<file path="config.mk">
export PLATFORM = sky130hd
export DESIGN_NAME = sysa_seq
export DESIGN_NICKNAME = d
export VERILOG_FILES = /design/src/rtl/sysa_seq.sv
export SDC_FILE = /design/constraint.sdc
export NUM_CORES = 1
export LEC_CHECK = 0
export CORE_MARGIN = 4
export CORE_UTILIZATION = 45
export CTS_CLUSTER_DIAMETER = 100
export CTS_CLUSTER_SIZE = 20
export DETAILED_ROUTE_END_ITERATION = 16
export MAX_ROUTING_LAYER = met4
export PLACE_DENSITY = 0.68
export REMOVE_ABC_BUFFERS = 1
export SKIP_LAST_GASP = 1
export SLEW_MARGIN = 20
export SYNTH_ARGS = -nofsm -noshare
export SYNTH_HDL_FRONTEND = slang
export SYNTH_SLANG_ARGS = --single-unit
</file>
<file path="constraint.sdc">
create_clock -name clk -period 15.9 [get_ports clk]
set_clock_uncertainty 0.05 [all_clocks]
set_input_delay 1.59 -clock clk [delete_from_list [all_inputs] [get_ports clk]]
set_output_delay 1.59 -clock clk [all_outputs]
set_load 0.05 [all_outputs]
</file>
<file path="src/rtl/sysa_seq.sv">
// Single-clock sequencer for the 3x3 systolic array: weight/row loading, flush, capture and result streaming.
// Define SYSA_SEQ_PERF_EN to build the perf_cycles job-cycle counter; otherwise perf_cycles is tied to 0.
module sysa_seq #(
  parameter int ARRAY_SIZE = 3,
  parameter int DATA_W     = 8,
  parameter int ACC_W      = 16
) (
  input  logic                                  clk,
  input  logic                                  rst,
  input  logic                                  start,
  input  logic                                  abort,
  output logic                                  busy,
  output logic                                  done,
  input  logic                                  cfg_valid,
  output logic                                  cfg_ready,
  input  logic [31:0]                           cfg_data,
  output logic                                  sa_en,
  output logic [ARRAY_SIZE*ARRAY_SIZE*DATA_W-1:0] sa_w,
  output logic [ARRAY_SIZE*DATA_W-1:0]          sa_in,
  input  logic [ACC_W-1:0]                      sa_out1,
  input  logic [ACC_W-1:0]                      sa_out2,
  input  logic [ACC_W-1:0]                      sa_out3,
  output logic                                  res_valid,
  input  logic                                  res_ready,
  output logic [31:0]                           res_data,
  output logic [15:0]                           perf_cycles
);

  localparam int N         = ARRAY_SIZE;
  localparam int W_BITS    = N*N*DATA_W;
  localparam int WGT_WORDS = (W_BITS + 31) / 32;
  localparam int B_BITS    = N*N*ACC_W;
  localparam int RES_WORDS = (B_BITS + 31) / 32;
  localparam int STEPS     = 2*N - 1;
  localparam int K_W       = (WGT_WORDS > 1) ? $clog2(WGT_WORDS) : 1;
  localparam int R_W       = (N > 1) ? $clog2(N) : 1;
  localparam int S_W       = $clog2(STEPS + 1);
  localparam int J_W       = (RES_WORDS > 1) ? $clog2(RES_WORDS) : 1;

  typedef enum logic [2:0] {S_IDLE, S_LOAD_W, S_LOAD_X, S_RUN, S_DRAIN, S_OUT} state_t;

  state_t               state_reg;
  logic [K_W-1:0]       k_reg;
  logic [R_W-1:0]       r_reg;
  logic [S_W-1:0]       s_reg;
  logic [J_W-1:0]       j_reg;
  logic [W_BITS-1:0]    w_reg;
  logic [N*DATA_W-1:0]  sa_in_reg;
  logic                 sa_en_reg;
  logic                 done_reg;
  logic                 cap_v_reg;
  logic [S_W-1:0]       cap_s_reg;
  logic [B_BITS-1:0]    buf_reg;

  logic [ACC_W-1:0]     col_out [3];
  assign col_out[0] = sa_out1;
  assign col_out[1] = sa_out2;
  assign col_out[2] = sa_out3;

  // s_reg counts sa_en cycles already issued, so it equals the 1-based step
  // number during the sa_en cycle; capture happens one cycle later.
  always_ff @(posedge clk) begin
    if (rst) begin
      state_reg <= S_IDLE;
      k_reg     <= '0;
      r_reg     <= '0;
      s_reg     <= '0;
      j_reg     <= '0;
      w_reg     <= '0;
      sa_in_reg <= '0;
      sa_en_reg <= 1'b0;
      done_reg  <= 1'b0;
      cap_v_reg <= 1'b0;
      cap_s_reg <= '0;
      buf_reg   <= '0;
    end else begin
      done_reg  <= 1'b0;
      sa_en_reg <= 1'b0;
      sa_in_reg <= '0;
      cap_v_reg <= sa_en_reg;
      cap_s_reg <= s_reg;
      if (cap_v_reg) begin
        for (int c = 0; c < N; c++) begin
          if (int'(cap_s_reg) >= c + 1 && int'(cap_s_reg) <= c + N)
            buf_reg[(c*N + int'(cap_s_reg) - 1 - c)*ACC_W +: ACC_W] <= col_out[c];
        end
      end
      if (abort) begin
        state_reg <= S_IDLE;
        cap_v_reg <= 1'b0;
      end else begin
        case (state_reg)
          S_IDLE: begin
            if (start) begin
              state_reg <= S_LOAD_W;
              k_reg     <= '0;
              r_reg     <= '0;
              s_reg     <= '0;
              j_reg     <= '0;
              buf_reg   <= '0;
            end
          end
          S_LOAD_W: begin
            if (cfg_valid) begin
              // Bits of the last word beyond the weight vector are dropped.
              for (int b = 0; b < W_BITS; b++) begin
                if (b / 32 == int'(k_reg)) w_reg[b] <= cfg_data[b % 32];
              end
              if (k_reg == K_W'(WGT_WORDS - 1)) state_reg <= S_LOAD_X;
              else k_reg <= k_reg + 1'b1;
            end
          end
          S_LOAD_X: begin
            if (cfg_valid) begin
              sa_in_reg <= cfg_data[N*DATA_W-1:0];
              sa_en_reg <= 1'b1;
              s_reg     <= s_reg + 1'b1;
              if (r_reg == R_W'(N - 1)) state_reg <= S_RUN;
              else r_reg <= r_reg + 1'b1;
            end
          end
          S_RUN: begin
            sa_en_reg <= 1'b1;
            s_reg     <= s_reg + 1'b1;
            if (s_reg == S_W'(STEPS - 1)) state_reg <= S_DRAIN;
          end
          S_DRAIN: state_reg <= S_OUT;
          S_OUT: begin
            if (res_ready) begin
              if (j_reg == J_W'(RES_WORDS - 1)) begin
                state_reg <= S_IDLE;
                done_reg  <= 1'b1;
              end else begin
                j_reg <= j_reg + 1'b1;
              end
            end
          end
          default: state_reg <= S_IDLE;
        endcase
      end
    end
  end

  logic [RES_WORDS*32-1:0] buf_ext;
  logic [31:0]             res_word [RES_WORDS];
  assign buf_ext = {{(RES_WORDS*32 - B_BITS){1'b0}}, buf_reg};

  for (genvar gi = 0; gi < RES_WORDS; gi++) begin : g_res_word
    assign res_word[gi] = buf_ext[32*gi +: 32];
  end

  assign busy      = (state_reg != S_IDLE);
  assign cfg_ready = (state_reg == S_LOAD_W) || (state_reg == S_LOAD_X);
  assign res_valid = (state_reg == S_OUT);
  assign res_data  = res_valid ? res_word[j_reg] : 32'd0;
  assign done      = done_reg;
  assign sa_en     = sa_en_reg;
  assign sa_in     = sa_in_reg;
  assign sa_w      = w_reg;

`ifdef SYSA_SEQ_PERF_EN
  logic [15:0] perf_reg;
  // The start cycle is counted as the first cycle of the job.
  always_ff @(posedge clk) begin
    if (rst) perf_reg <= '0;
    else if (!busy && start && !abort) perf_reg <= 16'd1;
    else if (busy && perf_reg != 16'hFFFF) perf_reg <= perf_reg + 16'd1;
  end
  assign perf_cycles = perf_reg;
`else
  assign perf_cycles = 16'd0;
`endif

endmodule

</file>
==> results of run 1 <==
## worst reg2reg max path: cells and delay by family (launching register included)
kind,cells,cell delay (ns)
flops,1,0.81
compound gates,2,0.45
fa+ha+maj,4,1.51
simple gates,8,3.34
buf+inv,2,0.49
## kinds of logic (layout without fill, tap and decap cells)
| logic type | Yosys count | in the layout |
|---|---|---|
| adders and majority gates | 42 | 42 |
| and+or+nand+nor | 707 | 707 |
| DFF | 259 | 259 |
| muxes | 151 | 151 |
| buffers and inverters | 216 | 314 |
| AOI/OAI and AO/OA | 533 | 533 |
| other | 2 | 23 |
| xor gates and xnor gates | 15 | 15 |
## final cells by class
| cell class | count | area [um2] | area share (%) |
|---|---|---|---|
| Timing Repair Buffer | 265 | 2540 | 13.6 |
| Clock inverter | 2 | 28.8 | 0.154 |
| Clock buffer | 20 | 447 | 2.39 |
| Sequential cell | 259 | 5190 | 27.8 |
| Inverter | 27 | 101 | 0.542 |
| Multi-Input combinational cell | 1470 | 9820 | 52.5 |
| Antenna cell | 1 | 2.50 | 0.0134 |
| Tap cell | 455 | 569 | 3.04 |
## through the flow
| step | cell area, um2 | cells | setup WS [ns] | hold WS [ns] | total power, uW |
|---|---|---|---|---|---|
| floorplan | 15000 | 1756 | 8.94 | 0.393 | 720 |
| global placement | 18200 | 2475 | 9.71 | 0.391 | 778 |
| detailed placement | 18200 | 2475 | 9.39 | 0.397 | 778 |
| CTS | 18700 | 2497 | 9.39 | 0.408 | 1220 |
| global route | 18700 | 2499 | 8.78 | 0.420 | 1250 |
| finish | 18700 | 2499 | 9.15 | 0.405 | 1220 |
## routing by layer
metal | vias up | global-route usage (%) | routed length [um]
met3 | 312 | 11.7 | 9030
li1 | 7207 | - | -
met1 | 7718 | 40.8 | 24400
met5 | - | - | 0
met2 | 1208 | 49.0 | 27200
met4 | 0 | 16.0 | 4120
## worst min-delay path by stage
stage | slack [ns] | from | end | depth (start not counted)
6_report | 0.41 | sa_w[51]$_SDFFE_PP0P_ | sa_w[51]$_SDFFE_PP0P_ | 2
2_1_floorplan | 0.39 | k_reg[1]$_SDFFE_PP0P_ | k_reg[1]$_SDFFE_PP0P_ | 2
4_1_cts | 0.41 | sa_w[59]$_SDFFE_PP0P_ | sa_w[59]$_SDFFE_PP0P_ | 2
5_1_grt | 0.42 | sa_w[39]$_SDFFE_PP0P_ | sa_w[39]$_SDFFE_PP0P_ | 2
3_5_place_dp | 0.40 | sa_w[44]$_SDFFE_PP0P_ | sa_w[44]$_SDFFE_PP0P_ | 2
3_3_place_gp | 0.39 | sa_w[69]$_SDFFE_PP0P_ | sa_w[69]$_SDFFE_PP0P_ | 2
## cell usage in the layout, fill, tap and decap left out, drive strengths merged, types with 21 or more instances in the layout
| master | count |
|---|---|
| ha | 42 |
| nor2 | 119 |
| clkdlybuf4s50 | 217 |
| nor2b | 46 |
| conb | 22 |
| and2 | 45 |
| buf | 48 |
| a22o | 29 |
| nor3 | 21 |
| o22ai | 30 |
| o21ai | 100 |
| inv | 29 |
| a21oi | 120 |
| nand2 | 290 |
| mux4 | 32 |
| mux2i | 107 |
| nand2b | 38 |
| dfxtp | 259 |
| a22oi | 37 |
| nand3 | 54 |
| o221ai | 26 |
| a31oi | 56 |
## power breakdown
| group | switching (uW) | internal [uW] | leakage, uW |
|---|---|---|---|
| registers | 3.88 | 650 | 0.00209 |
| logic | 74.0 | 38.9 | 0.00419 |
| clock network | 248 | 204 | 0.000233 |
| total | 325 | 893 | 0.00651 |
==> impl_metrics.yaml, run 1 <==
logic_synthesis:
  synth_compound_area_share_pct: 22.6
  synth_top_family_by_area: "compound AO/OA/AOI/OAI gates"
  netlist_area_um2: 15700
  synth.distinct_cells: 75
  synth-simple-area-share_pct: 22.0
  synth_cells: 1925
  synthTopCellsByCount: "nand2_1, dfxtp_1, clkbuf_1, a21oi_1, nor2_1"
  synth-seq-cells: 259
  synth_most_common_cell: "nand2_1"
  synth_top_area_share_pct: 33.0
  muxShareOfSynthArea_pct: 12.3
  yosys.area_share.adder_pct: 3.34
  synthTopCellsByArea: "dfxtp_1, nand2_1, mux2i_1"
  synth-main-ff-cell: "dfxtp_1"
  async_reset_ff_share_pct: 0
  yosysSeqAreaShare_pct: 33.0
  synth_xor_area_share_pct: 0.835
  yosysTopAreaCell: "dfxtp_1"
  synth_edf_count: 0
  yosysWarnings: 0
  syn_area_per_cell_um2: 8.17
clock_network:
  postCtsResizedCells: 0
  clock-root-buffer: "clkbuf_16"
  htreeDepth: 1
  clk_latency_ns: 0.54
  clkSinkCount: 259
  cts.hold.buffers_added: 0
  clk_transition_reported_paths_ns: 0.10
  post_cts_buffers: 0
  cts_inserted_buffers: 17
  clock_path_buffers: 3
  cts_tree: "built"
detailed_routing:
  drc: 0
  via_count: 16445
  wl_mm: 64.7
  first_pass_iters: 7
  viasPerCell: 6.58
  ant_nets: 0
  wl_per_cell_um: 25.9
  drt_iter0_drc: 2024
die:
  die_w_um: 195
  die-area_um2: 38000
  initial_core_util_pct: 45.5
  core_um2: 34500
  die_height_um: 195
  ios: 235
  rows: 68
setup_path:
  reg2reg_to: "buf_reg[139]$_SDFF_PP0_"
  endpoint_kind: "register"
  crit_start: "cap_s_reg[0]$_SDFF_PP0_"
  r2r-start: "cap_s_reg[0]$_SDFF_PP0_"
  cp-start-kind: "register"
  crit_family: "simple AND/OR/NAND/NOR gates"
  critPathArrivalTime_ns: 7.14
  rr_worst_depth: 16
  crit_required_ns: 16.29
  regToRegSetupSlack_ns: 9.15
  cp_common_cell: "ha_1"
  crit_chain: "inv_1 -> ha_1 -> inv_1 -> ha_1 -> ha_1 -> nand2b_1 -> nor2_1 -> nand3_1 -> ha_1 -> nor4bb_1 -> nand4b_1 -> nor3_1 -> nand2_1 -> nor2_2 -> a221oi_1 -> a211oi_1"
  slowest_stage: "nor2_2"
  path_class: "reg2reg"
  critPathMaxStageDelay_ns: 0.96
  path_buf_inv: 2
  cp.depth: 16
  cp_max_fo: 21
  crit_end: "buf_reg[139]$_SDFF_PP0_"
worst_hold_path:
  hp-class: "reg2reg"
place:
  gp_congestion: 0.993
  io_buffer_count: 218
  hpwl_mm: 41.7
timing:
  worst_slew_pin_slew_ns: 1.19
  setup_tns_ns: 0
  finalCriticalPeriod_ns: 6.75
  finalSetupViolCount: 0
  rsz0062_at_grt: "no"
  final_hold_viol_count: 0
  final_max_slew_viol_count: 0
  finalCritPeriodShare_pct: 42.4
  max_freq_mhz: 148
  slew_headroom_pct: 20.3
finish:
  fin_util_pct: 54.1
  nFillCells: 3194
  fin_nets: 2168
  syn2layout_area_growth_pct: 18.9
  largest_reg_flops: 144
  layout-drive-gt1-share_pct: 7.68
global_route:
  grt_max_degree: 89
  grt_use_total_pct: 33.3
  overflow: 0
  grt_pass1_vias: 16264
  grt_pass1_wl_mm: 97.5
  antenna_found_initial: 1
power_and_ir_drop:
  ir_worst_vdd_mv: 0.0974
  leakagePower_uw: 0.00651
  cellPowerDensity_nw_per_um2: 65.1
run_status:
  status: "finished clean"
job:
  max-cap-violations: 0
Note: power is estimated with default switching activity, not from simulation.
==> inputs of run 2 (changes only) <==
PLACE_DENSITY = 0.71   (was 0.68)
clock period = 5.9 ns   (was 15.9 ns; I/O delays follow)
==> impl_metrics.yaml, run 2 (same netlist as run 1, synthesis figures left out) <==
run_status:
  status: "finished clean"
timing:
  final_hold_viol_count: 0
  setup_tns_ns: 0
  finalCritPeriodShare_pct: 95.2
  max_freq_mhz: 178
  final_max_slew_viol_count: 0
  finalCriticalPeriod_ns: 5.62
  rsz0062_at_grt: "no"
  slew_headroom_pct: 20.9
  worst_slew_pin_slew_ns: 1.18
  hold-worst-slack_ns: 0.368
  worst_slack_ns: 0.284
  finalSetupViolCount: 0
place:
  gp_congestion: 1.04
  placedInstanceArea_um2: 18400
  post-place-ws_ns: 0.415
  io_buffer_count: 218
  hpwl_mm: 43.6
clock_network:
  cts_tree: "built"
  clk_latency_ns: 0.53
  cts.hold.buffers_added: 0
  postCtsResizedCells: 0
  clkSinkCount: 259
  clk_transition_reported_paths_ns: 0.10
  clock-root-buffer: "clkbuf_16"
  htreeDepth: 1
  clock_path_buffers: 3
  cts_inserted_buffers: 17
  post_cts_buffers: 0
finish:
  syn2layout_area_growth_pct: 19.9
  most-common-layout-cells: "nand2_1, dfxtp_1, clkdlybuf4s50_1"
  fin_nets: 2195
  largest_reg_flops: 144
  layout-drive-gt1-share_pct: 8.60
  final_common_cell: "nand2_1"
  fin_area_um2: 18900
  fin_util_pct: 54.6
die:
  die_height_um: 195
  rows: 68
  ios: 235
  initial_core_util_pct: 45.5
  core_um2: 34500
  die_w_um: 195
  die-area_um2: 38000
detailed_routing:
  ant_nets: 0
  first_pass_iters: 7
  viasPerCell: 6.56
  via_count: 16580
  wl_per_cell_um: 26.0
  wl_mm: 65.6
  drc: 0
  drt_iter0_drc: 2100
setup_path:
  endpoint_kind: "register"
  cp.depth: 13
  cp-start-kind: "register"
  critPathArrivalTime_ns: 5.99
  rr_worst_depth: 13
  crit_chain: "inv_1 -> ha_1 -> inv_1 -> nor2_1 -> nand3_1 -> ha_1 -> or4b_1 -> a2111o_1 -> or4_1 -> mux2_2 -> a22oi_1 -> a21oi_1 -> a22o_1"
  critPathMaxStageDelay_ns: 1.09
  path_class: "reg2reg"
  path_buf_inv: 2
  crit_required_ns: 6.28
  crit_family: "simple AND/OR/NAND/NOR gates"
  reg2reg_to: "buf_reg[31]$_SDFF_PP0_"
  cp_max_fo: 17
  regToRegSetupSlack_ns: 0.28
  r2r-start: "cap_s_reg[1]$_SDFF_PP0_"
  slowest_stage: "or4_1"
power_and_ir_drop:
  cellPowerDensity_nw_per_um2: 173
  ir_worst_vdd_mv: 0.296
  leakagePower_uw: 0.00663
worst_hold_path:
  hp-class: "in2reg"
  min_from: "rst"
  hold_path_end: "sa_en$_SDFF_PP0_"
  whs_path_depth: 2
global_route:
  overflow: 0
  grt_pass1_vias: 16101
  grt_pass1_wl_mm: 98.6
  grt_max_degree: 85
  antenna_found_initial: 0
  grt_use_total_pct: 33.8
job:
  max-cap-violations: 0
## run 2: routing by layer
| layer | GRT usage, % | share of wire (%) | up-vias |
|---|---|---|---|
| met1 | 42.3 | 39 | 7833 |
| met2 | 49.9 | 42 | 1196 |
| met5 | - | 0 | - |
| met4 | 16.6 | 6.4 | 0 |
| met3 | 9.97 | 13 | 290 |
| li1 | - | - | 7261 |
## run 2: area by class of cell
type,instances,area [um2]
Sequential cell,259,5200
Clock inverter,2,25.0
Timing Repair Buffer,292,2730
Multi-Input combinational cell,1470,9790
Inverter,27,101
Clock buffer,19,433
Fill cell,3261,15700
Antenna cell,2,5.00
Tap cell,455,569
## run 2: power by group
| group | total, uW | internal (uW) | switching, uW |
|---|---|---|---|
| logic | 292 | 105 | 187 |
| registers | 1770 | 1750 | 19.8 |
| clock network | 1210 | 534 | 672 |
| total | 3270 | 2390 | 879 |
## run 2: worst max-delay path by stage
stage                       startpoint                endpoint  slack, ns
2_1_floorplan  cap_s_reg[0]$_SDFF_PP0_  buf_reg[70]$_SDFF_PP0_      -1.06
3_3_place_gp   cap_s_reg[1]$_SDFF_PP0_  buf_reg[31]$_SDFF_PP0_       0.59
3_5_place_dp   cap_s_reg[1]$_SDFF_PP0_  buf_reg[31]$_SDFF_PP0_       0.42
4_1_cts        cap_s_reg[1]$_SDFF_PP0_  buf_reg[31]$_SDFF_PP0_       0.38
5_1_grt        cap_s_reg[1]$_SDFF_PP0_  buf_reg[31]$_SDFF_PP0_       0.03
6_report       cap_s_reg[1]$_SDFF_PP0_  buf_reg[31]$_SDFF_PP0_       0.28
## run 2: per-stage QoR
step | total power [uW] | std cells
2_1_floorplan | 1940 | 1756
3_3_place_gp | 2100 | 2503
3_5_place_dp | 2100 | 2503
4_1_cts | 3270 | 2524
5_1_grt | 3340 | 2524
6_report | 3270 | 2526
